==> config.mk <==
export PLATFORM = sky130hd
export DESIGN_NAME = m_mux_rr
export DESIGN_NICKNAME = d
export VERILOG_FILES = /design/src/rtl/m_mux_pkg.sv /design/src/rtl/m_rr_arbiter.sv /design/src/rtl/m_mux_rr.sv
export SDC_FILE = /design/constraint.sdc
export NUM_CORES = 1
export LEC_CHECK = 0
export CAP_MARGIN = 10
export CORE_UTILIZATION = 30
export DETAILED_ROUTE_END_ITERATION = 7
export PLACE_DENSITY = 0.73
export SLEW_MARGIN = 15
export SYNTH_ARGS = -nofsm -noshare
export SYNTH_HDL_FRONTEND = slang
export SYNTH_HIERARCHICAL = 1
export SYNTH_SLANG_ARGS = --single-unit
export TNS_END_PERCENT = 20
==> constraint.sdc <==
create_clock -name i_clk -period 1.5 [get_ports i_clk]
set_input_delay 0.225 -clock i_clk [delete_from_list [all_inputs] [get_ports i_clk]]
set_output_delay 0.225 -clock i_clk [all_outputs]
set_load 0.05 [all_outputs]
==> src/rtl/m_mux_pkg.sv <==
// Shared definitions for the m_mux_rr stream-gathering multiplexer.
// Holds the default geometry, the output FSM state type and the
// round-robin index increment used by the arbiter.
package m_mux_pkg;

    localparam int DEF_WIDTH = 16;
    localparam int DEF_N     = 4;

    // Output stage: EMPTY means o_valid=0, FULL means a word is held on o_data
    typedef enum logic {
        ST_EMPTY = 1'b0,
        ST_FULL  = 1'b1
    } state_t;

    // Next search start after granting channel idx, wrapping at n
    function automatic int rr_inc(input int idx, input int n);
        return (idx + 1) % n;
    endfunction

endpackage

==> src/rtl/m_rr_arbiter.sv <==
// Grant selection for m_mux_rr.
// Finds the first valid channel, searching upward from a start index and
// wrapping N-1 -> 0. With MUX_RR_EN defined the start index is a pointer
// that advances past each granted channel (round robin); with MUX_RR_EN
// undefined the search always starts at channel 0 (fixed priority) and
// no pointer register exists.
import m_mux_pkg::*;

module m_rr_arbiter #(
    parameter int N    = DEF_N,
    parameter int SELW = $clog2(N)
) (
    input  logic            i_clk,
    input  logic            i_rst,
    input  logic [N-1:0]    i_valid,
    input  logic            i_accept,
    output logic [N-1:0]    o_grant,
    output logic [SELW-1:0] o_idx
);

    logic [SELW-1:0] start;
    logic [SELW-1:0] cand;
    logic [SELW-1:0] idx;
    logic            found;

`ifdef MUX_RR_EN
    logic [SELW-1:0] ptr;

    assign start = ptr;

    // Advance the pointer to the channel after the one just granted
    always_ff @(posedge i_clk or posedge i_rst) begin
        if (i_rst) begin
            ptr <= '0;
        end else if (i_accept) begin
            ptr <= SELW'(rr_inc(int'(idx), N));
        end
    end
`else
    logic unused_ok;

    assign start     = '0;
    assign unused_ok = ^{i_clk, i_rst};
`endif

    // First valid channel at or after start; index arithmetic wraps in SELW bits
    always_comb begin
        idx   = '0;
        cand  = '0;
        found = 1'b0;
        for (int k = 0; k < N; k++) begin
            cand = start + SELW'(k);
            if (!found && i_valid[cand]) begin
                idx   = cand;
                found = 1'b1;
            end
        end
    end

    // One-hot grant only when the output stage actually takes the word
    always_comb begin
        o_grant = '0;
        if (i_accept) begin
            o_grant[idx] = 1'b1;
        end
    end

    assign o_idx = idx;

endmodule

==> src/rtl/m_mux_rr.sv <==
// m_mux_rr: gathers WIDTH-bit words from N valid/ready sources onto one
// registered output stream tagged with the source index.
// Optional feature macro: MUX_RR_EN (round-robin arbitration; fixed
// priority from channel 0 when undefined).
//
// Handshake: a source word moves when i_valid[k] and o_ready[k] are both
// high on a rising edge; the output word moves when o_valid and i_ready
// are both high. o_ready is combinational from i_valid, i_ready and the
// output state; o_data/o_sel/o_valid are registered. o_valid is the
// registered image of the output FSM state (FULL <=> o_valid).
import m_mux_pkg::*;

module m_mux_rr #(
    parameter int WIDTH = DEF_WIDTH,
    parameter int N     = DEF_N,
    parameter int SELW  = $clog2(N)
) (
    input  logic               i_clk,
    input  logic               i_rst,
    input  logic [N*WIDTH-1:0] i_data,
    input  logic [N-1:0]       i_valid,
    output logic [N-1:0]       o_ready,
    output logic [WIDTH-1:0]   o_data,
    output logic [SELW-1:0]    o_sel,
    output logic               o_valid,
    input  logic               i_ready
);

    state_t            state;
    logic              accept;
    logic [N-1:0]      grant;
    logic [SELW-1:0]   gidx;
    logic [WIDTH-1:0]  sel_word;

    // Take a new word when the output slot is free or being drained now;
    // nothing is granted while reset is asserted
    assign accept = !i_rst && (|i_valid) && (state == ST_EMPTY || i_ready);

    m_rr_arbiter #(
        .N    (N),
        .SELW (SELW)
    ) u_arb (
        .i_clk    (i_clk),
        .i_rst    (i_rst),
        .i_valid  (i_valid),
        .i_accept (accept),
        .o_grant  (grant),
        .o_idx    (gidx)
    );

    assign o_ready = grant;

    // Data select for the granted channel, constant part-select bases only
    always_comb begin
        sel_word = '0;
        for (int k = 0; k < N; k++) begin
            if (gidx == SELW'(k)) begin
                sel_word = i_data[k*WIDTH +: WIDTH];
            end
        end
    end

    // Output FSM with registered data, index and valid
    always_ff @(posedge i_clk or posedge i_rst) begin
        if (i_rst) begin
            state   <= ST_EMPTY;
            o_valid <= 1'b0;
            o_data  <= '0;
            o_sel   <= '0;
        end else begin
            case (state)
                ST_EMPTY: begin
                    if (accept) begin
                        state   <= ST_FULL;
                        o_valid <= 1'b1;
                        o_data  <= sel_word;
                        o_sel   <= gidx;
                    end
                end
                ST_FULL: begin
                    if (accept) begin
                        // drain and refill in the same cycle: no bubble
                        o_data <= sel_word;
                        o_sel  <= gidx;
                    end else if (i_ready) begin
                        state   <= ST_EMPTY;
                        o_valid <= 1'b0;
                    end
                end
                default: begin
                    state   <= ST_EMPTY;
                    o_valid <= 1'b0;
                end
            endcase
        end
    end

endmodule
# Yosys cells after proc, flatten, opt, wreduce, memory -nomap -nowiden
# Cells that the tools add are included.
word_totals:
  wordCells: 50
  regBits: 20
  input_bits: 71
  output_inout_bits: 23
classes:
  n_mux: 23
  n_eq_ne: 6
  magnitude_cmp: 2
  n_reduce_logical: 14
  bitwise: 1
ops:
  columns: ["operator", "n"]
  rows:
  - ["two-way mux 16 bit", 5]
  - ["two-way mux 1 bit", 11]
  - ["logical AND 1 bit", 6]
  - ["two-way mux 2 bit", 3]
  - ["!= test 2 bit (second input constant)", 3]
  - ["== test 2 bit (second input constant)", 2]
  - ["logical NOT 1 bit", 4]
  - ["two-way mux 4 bit", 1]
  - ["one-hot mux 1 bit (2 select lines)", 2]
  - ["OR reduction 4 bit", 1]
  - ["less-than comparator 2 x 3 -> 1 bit (second input constant)", 1]
  - ["AND reduction 3 bit", 1]
  - ["demux 1 bit (select 2 bit)", 1]
  - ["== test 2 x 1 -> 1 bit (second input constant)", 1]
  - [">= comparator 2 x 1 -> 1 bit (second input constant)", 1]
  - ["logical NOT 2 bit", 1]
  - ["logical OR 1 bit", 1]
  - ["NOT 1 bit", 1]

# Longest topological paths before layout
# Gate-level depths: netlist (run 1).
depth:
  word_depth: 16
  mapped_depth: 6
  ltp_nobuf: 4

# By module
# The synthesis (run 1) kept the hierarchy.
by_module_without_submodules:
  columns: ["mod", "n_inst", "cells_per_inst", "area_each_um2", "seq_area_each_um2"]
  rows:
  - ["m_mux_rr", 1, 67, 1265.0, 500.5]
  - ["m_rr_arbiter", 1, 10, 76.3, 0.0]

# Worst setup path after synthesis (run 1)
# Ideal clock, no wire load.
synth_path:
  path_kind: "register to output"
  startpoint: "register state"
  endpoint: "output port o_ready[2]"
  slack_ps: -1346
  path_stages_with_launch: 5
  arrival_time_ps: 2621
  required_ps: 1275
  n_path_buf: 1
  cell_sequence: "dfrtp_1 > nor2b_4 > nor3_4 > buf_6 > nor4bb_1"
synth_via:
  elab_chain_len: 4
synth_lines:
  columns: ["item", "line", "text"]
  rows:
  - ["start, declared", "m_mux_rr.sv:29", "state_t state;"]
  - ["start signal, assigned", "m_mux_rr.sv:66", "state <= ST_EMPTY;"]
  - ["start signal, assigned", "m_mux_rr.sv:74", "state <= ST_FULL;"]
  - ["start signal, assigned", "m_mux_rr.sv:86", "state <= ST_EMPTY;"]
  - ["NOT 1 bit", null, null]
  - ["logical OR 1 bit", "m_mux_rr.sv:37", "assign accept = !i_rst && (|i_valid) && (state == ST_EMPTY || i_ready);"]
  - ["logical AND 1 bit", "m_mux_rr.sv:37", null]
  - ["via accept", "m_mux_rr.sv:30", "logic accept;"]
  - ["two-way mux 4 bit", "m_rr_arbiter.sv:63", "if (i_accept) begin"]
  - ["end, declared", "m_mux_rr.sv:22", "output logic [N-1:0] o_ready,"]
# The timed path passes the listed nets, and every way through them passes these cells.

# Worst setup path after layout (run 1)
layout_path:
  startpoint: "register state"
  endpoint: "output port o_ready[2]"
layout_via:
  elab_chain_len: 4
layout_lines:
  columns: ["item", "line"]
  rows:
  - ["NOT 1 bit", null]
  - ["logical OR 1 bit", "m_mux_rr.sv:37"]
  - ["logical AND 1 bit", "m_mux_rr.sv:37"]
  - ["two-way mux 4 bit", "m_rr_arbiter.sv:63"]
# No other way between the ends.

==> flow_metrics.py, run 1 <==
metrics = {
    "status": {
        "status": "finished with violations",
        "violations": "setup timing",
    },
    "yosys": {
        "synth_cell_types": 23,
        "yosysTopAreaCell": "dfrtp_1",
        "ys_top_cells_by_count": "20 x dfrtp_1, 11 x mux2_4, 9 x mux4_2",
        "synth.most_common_cell": "dfrtp_1",
        "synthCells": 77,
        "synth_area_um2": 1340,
        "synth.top_cell.area_share_pct": 37.3,
        "syn-num-nets": 148,
        "ys_seq_area_share_pct": 37.3,
        "ys.flop_type": "dfrtp_1",
        "avgSynthCellArea_um2": 17.4,
        "synth_area_leaders": "dfrtp_1 37%, mux4_2 15%, mux4_1 14%, mux2_4 12%, mux2_2 5.9%",
        "ys_warn_count": 6,
        "ys_ff_latch": 20,
        "synth_edf_count": 0,
        "async_flop_share_pct": 100,
    },
    "detailed_routing": {
        "vias": 1183,
        "ant_nets": 0,
        "drt-initial-drc-count": 15,
        "drcViolationCount": 0,
        "dr.pass1.iters": 4,
        "wl_um": 4250,
        "wl_per_cell_um": 17.7,
        "detail_route.vias_per_cell": 4.93,
    },
    "clocking": {
        "clock_path_buffers": 2,
        "clk_pin_slew_ns": 0.08,
        "numCtsBuffers": 3,
        "insertion_delay_ns": 0.26,
        "cts_tree": "yes",
        "htree_levels": 1,
        "root_buffer": "clkbuf_8",
        "cts_sinks": 20,
    },
    "floorplan": {
        "core_area_um2": 4140,
        "rows": 23,
        "initial_utilization_pct": 32.4,
        "die_y_um": 68.9,
        "ios": 94,
        "die_x_um": 68.9,
        "dieArea_um2": 4740,
    },
    "place": {
        "hpwl_um": 3180,
        "place.port_buffers": 93,
        "place_area_um2": 2450,
        "gp_congestion": 0.730,
    },
    "global_route": {
        "grt_use_total_pct": 17.9,
        "grt_pass1_wl_um": 6120,
        "antenna_found_initial": 0,
        "grt_pass1_vias": 1251,
        "grt_overflow": 0,
        "grt_start_max_net_pins": 18,
    },
    "sta": {
        "slew_violations": 0,
        "finalHoldViolCount": 0,
        "worst_slack_ns": -0.246,
        "finalCritPeriodShare_pct": 116,
        "finalCriticalPeriod_ns": 1.75,
        "finalClockSkew_ns": 0.00106,
        "slew-limit-headroom_pct": 77.4,
        "setup_viol": 21,
        "fmax_ghz": 0.573,
        "rsz0062_at_grt": "true",
        "tightest_slew_ns": 0.339,
    },
    "critical_path": {
        "crit_arrival_ns": 1.52,
        "r2r-start": "state$_DFF_PP0_",
        "cp_max_fo": 5,
        "end_kind": "primary output",
        "cp_data_required_time_ns": 1.27,
        "start_kind": "register",
        "setup.worst_path.start": "state$_DFF_PP0_",
        "r2r_end": "o_data[10]$_DFFE_PP0P_",
        "reg2reg_slack_ns": -0.02,
        "r2r_cells": 5,
        "path_class": "register to primary output",
    },
    "layout": {
        "drive_gt1_share_pct": 50.5,
        "area_growth_pct": 96.7,
        "final_net_count": 262,
        "post-route-util_pct": 63.7,
        "antenna_cells": 0,
        "fin_area_um2": 2640,
    },
    "pwr": {
        "power_density_nw_per_um2": 942,
        "ir_drop_v": 0.000534,
        "p_leak_uw": 0.00110,
    },
    "job": {
        "max-cap-violations": 0,
    },
    "hold_path": {
        "hp-class": "input pin to asynchronous set/reset pin",
    },
}
-- stage by stage --
stage	hold slack [ns]	cells	setup TNS [ns]	total power [uW]	worst slack, ns
after floorplan	0.189	77	-4.01	1410	-0.468
after global placement	0.475	228	-13.24	1870	-0.672
after detailed placement	0.493	228	-13.39	1890	-0.714
after CTS	0.259	238	-2.92	2480	-0.231
after global routing	0.270	240	-2.23	2590	-0.335
final	0.254	240	-1.02	2490	-0.246
-- power by group --
group	total (uW)	switching [uW]	internal [uW]
logic	1220	624	598
registers	718	69.6	648
clock network	546	190	356
total	2490	884	1600
-- how the worst max path moves through the flow --
stage,end,slack [ns],depth (start not counted)
6_report,o_ready[2],-0.25,4
5_1_grt,o_ready[2],-0.34,4
3_3_place_gp,o_data[7]$_DFFE_PP0P_,-0.67,6
4_1_cts,o_ready[2],-0.23,4
3_5_place_dp,o_data[9]$_DFFE_PP0P_,-0.71,6
2_1_floorplan,o_ready[2],-0.47,4
-- logic make-up (layout without fill, tap and decap cells) --
family	after synthesis	after routing	share of synthesized area [%]
multiplexers	34	34	47.0
flip-flops	20	20	37.3
AND/OR/NAND/NOR	11	11	8.67
buffers and inverters	7	120	4.38
AO/OA/AOI/OAI	5	5	2.61
-- metal layers --
layer / wire, um / global-route usage, % / vias up
met5: 0 / 0 / -
met4: 75 / 7.40 / 0
met3: 162 / 1.32 / 6
met2: 2430 / 33.1 / 48
met1: 1570 / 21.0 / 595
li1: - / - / 534
-- registers in the layout (all words and copies together) (netlist names) --
name / cells
o_sel: 2
o_valid: 1
o_data: 16
state: 1
-- placed cells by master (no fill, tap or decap), types with 2 or more instances in the layout --
cell	instances
clkbuf_8	3
mux2_4	13
nor3_4	2
clkbuf_2	2
buf_8	2
dfrtp_1	20
dlygate4sd2_1	2
buf_12	7
o21a_1	2
buf_4	29
nor3_1	2
clkdlybuf4s50_1	64
mux2_2	5
mux4_2	16
buf_6	6
-- area by class of cell --
class                      instances  area [um2]
multi-input combinational         50         821
inverter                           2        7.51
clock inverter                     1        30.0
tap                               50        62.6
clock buffer                       3        41.3
timing repair buffer             114        1180
fill                             320        1510
sequential                        20         500
-- worst max-delay path, cell delays in order, from the launching register on --
cell and delay (ns):
dfrtp_1 0.39, nor2b_4 0.14, nor3_4 0.22, nor4bb_4 0.34
buf_12 0.18
-- what timing repair did --
item / CTS / global route
gates resized for setup: 22 / 17
hold buffers: 0 / 0
pin swaps: 2 / 2
buffers inserted: 5 / 1
gates cloned: 1 / 1
endpoints found under the setup margin: 22 / 22
Note: power is estimated with default switching activity, not from simulation.
==> inputs of run 2 (changes only) <==
==> constraint.sdc (replaced) <==
create_clock -name i_clk -period 1.5 [get_ports i_clk]
set_input_delay 0.225 -clock i_clk [delete_from_list [all_inputs] [get_ports i_clk]]
set_output_delay 0.225 -clock i_clk [all_outputs]
set_load 0.1 [all_outputs]
==> run 2 against run 1 <==
Against the previous run: the flow still finishes with violations (setup timing); cell area up 14%; worst hold slack better by 0.22 ns; power up 34%; via count up 3.3%; first-iteration DRC count up 93%; sequential power up 7.9%; critical path depth up 1; sequential cell count unchanged; combinational power up 64%; global-route usage up 2.3 points; critical path type is now input pin to primary output.
==> flow_metrics.py, run 2 (same netlist as run 1, synthesis figures left out) <==
metrics = {
    "pwr": {
        "power_density_nw_per_um2": 1110,
        "pwr-share-seq_pct": 23.2,
        "p_leak_uw": 0.00126,
        "combPwrFrac_pct": 60.1,
        "swShare_pct": 42.2,
        "p_clk_share_pct": 16.7,
        "ir_drop_v": 0.000667,
        "power.switching_uw": 1410,
        "intPower_uw": 1930,
    },
    "sta": {
        "rsz0062_at_grt": "true",
        "fmax_ghz": 0.568,
        "finalCriticalPeriod_ns": 1.76,
        "tightest_slew_ns": 0.339,
        "finalHoldViolCount": 0,
        "slew-limit-headroom_pct": 77.4,
        "worst_slack_ns": -0.262,
        "slew_violations": 0,
        "finalClockSkew_ns": 0.00536,
        "finalCritPeriodShare_pct": 117,
        "setup_viol": 22,
    },
    "layout": {
        "fillCellCount": 282,
        "top_register": "o_data",
        "seq_area_um2": 500,
        "reg_top3": "o_data: 16 flops, o_sel: 2 flops",
        "multiInputGateArea_um2": 842,
        "drive_gt1_share_pct": 52.0,
        "final_common_cell": "clkdlybuf4s50_1",
        "area_growth_pct": 124,
        "layout_common_cells": "65 x clkdlybuf4s50_1, 27 x buf_12, 20 x dfrtp_1",
        "antenna_cells": 0,
        "final_cells": 246,
        "final_net_count": 268,
        "fin_area_um2": 3000,
        "largest_reg_flops": 16,
    },
    "detailed_routing": {
        "ant_nets": 0,
        "vias": 1222,
        "wl_um": 4700,
        "drt-initial-drc-count": 29,
        "wl_per_cell_um": 19.1,
        "drcViolationCount": 0,
        "detail_route.vias_per_cell": 4.97,
        "dr.pass1.iters": 4,
    },
    "status": {
        "violations": "setup timing",
        "status": "finished with violations",
    },
    "critical_path": {
        "path_class": "input pin to primary output",
        "start_kind": "input pin",
        "r2r_end": "o_data[1]$_DFFE_PP0P_",
        "reg2reg_slack_ns": -0.14,
        "crit_arrival_ns": 1.54,
        "r2r_cells": 7,
        "end_kind": "primary output",
        "cp_max_fo": 5,
        "r2r-start": "state$_DFF_PP0_",
        "cp_data_required_time_ns": 1.27,
    },
    "place": {
        "place_ws_ns": -0.721,
        "dp_cells": 230,
        "place.port_buffers": 93,
        "gp_congestion": 0.729,
        "place_area_um2": 2710,
        "hpwl_um": 3200,
    },
    "clocking": {
        "clock_path_buffers": 2,
        "cts_sinks": 20,
        "ctsHoldBuffers": 0,
        "htree_levels": 1,
        "cts_tree": "yes",
        "clk_pin_slew_ns": 0.08,
        "numCtsBuffers": 3,
        "root_buffer": "clkbuf_8",
        "insertion_delay_ns": 0.27,
    },
    "floorplan": {
        "dieArea_um2": 4740,
        "core_area_um2": 4140,
        "rows": 23,
        "ios": 94,
        "die_y_um": 68.9,
        "die_x_um": 68.9,
        "initial_utilization_pct": 32.4,
    },
    "global_route": {
        "grt_use_total_pct": 20.2,
        "grt_overflow": 0,
        "grt_pass1_wl_um": 6600,
        "grt_start_max_net_pins": 15,
        "antenna_found_initial": 0,
        "grt_pass1_vias": 1315,
    },
    "hold_path": {
        "hp-class": "input pin to register",
        "hold_path_end": "state$_DFF_PP0_",
        "hp-start": "i_ready",
        "hold_path_depth": 3,
    },
    "job": {
        "max-cap-violations": 0,
    },
}
run 2: per-layer routing:
metal,global-route usage (%),wire length (um),up-vias
li1,-,-,547
met1,21.9,1680,608
met2,38.0,2670,57
met3,3.78,240,10
met4,7.91,102,0
met5,0,0,-
run 2: how the worst max path moves through the flow:
stage	from	to	slack (ns)	cells past startpoint
after floorplan	state$_DFF_PP0_	o_ready[2]	-0.92	4
final	i_rst	o_ready[0]	-0.26	5
after CTS	state$_DFF_PP0_	o_ready[2]	-0.22	4
after global placement	i_valid[3]	o_data[7]$_DFFE_PP0P_	-0.66	6
after global routing	i_rst	o_ready[2]	-0.33	4
after detailed placement	i_valid[3]	o_data[7]$_DFFE_PP0P_	-0.72	6
run 2: area by class of cell:
cell class / count / share of cell area, %
clock inverter: 1 / 1.00
clock buffer: 3 / 1.38
sequential: 20 / 16.7
tap: 50 / 2.08
inverter: 2 / 0.250
multi-input combinational: 50 / 28.1
timing repair buffer: 120 / 50.6
run 2: critical path, cell delays in order:
cell	delay [ns]
clkdlybuf4s50_1	0.49
nor3_4	0.31
buf_4	0.17
o21a_1	0.16
buf_12	0.18
run 2: metrics by stage:
step / setup TNS [ns] / utilization, % / hold slack [ns] / power, uW
floorplan: -5.58 / - / 0.189 / 1830
global placement: -13.38 / 65.3 / 0.537 / 2640
detailed placement: -14.17 / 65.3 / 0.548 / 2660
CTS: -1.65 / 70.7 / 0.455 / 3290
global route: -3.79 / 72.4 / 0.459 / 3430
finish: -3.12 / 72.4 / 0.469 / 3340
run 2: power groups by stage:
stage	logic (uW)	clock network (uW)	registers (uW)
6_report	2000	558	775
5_1_grt	2050	584	788
4_1_cts	1960	560	772
3_5_place_dp	1880	0	779
3_3_place_gp	1860	0	780
2_1_floorplan	334	0	1500
run 2: timing repair:
action / in CTS / in global routing
pin swaps: 4 / 0
endpoints found under the setup margin: 22 / 22
buffers inserted: 6 / 3
cloned: 3 / 0
gates resized for setup: 38 / 15
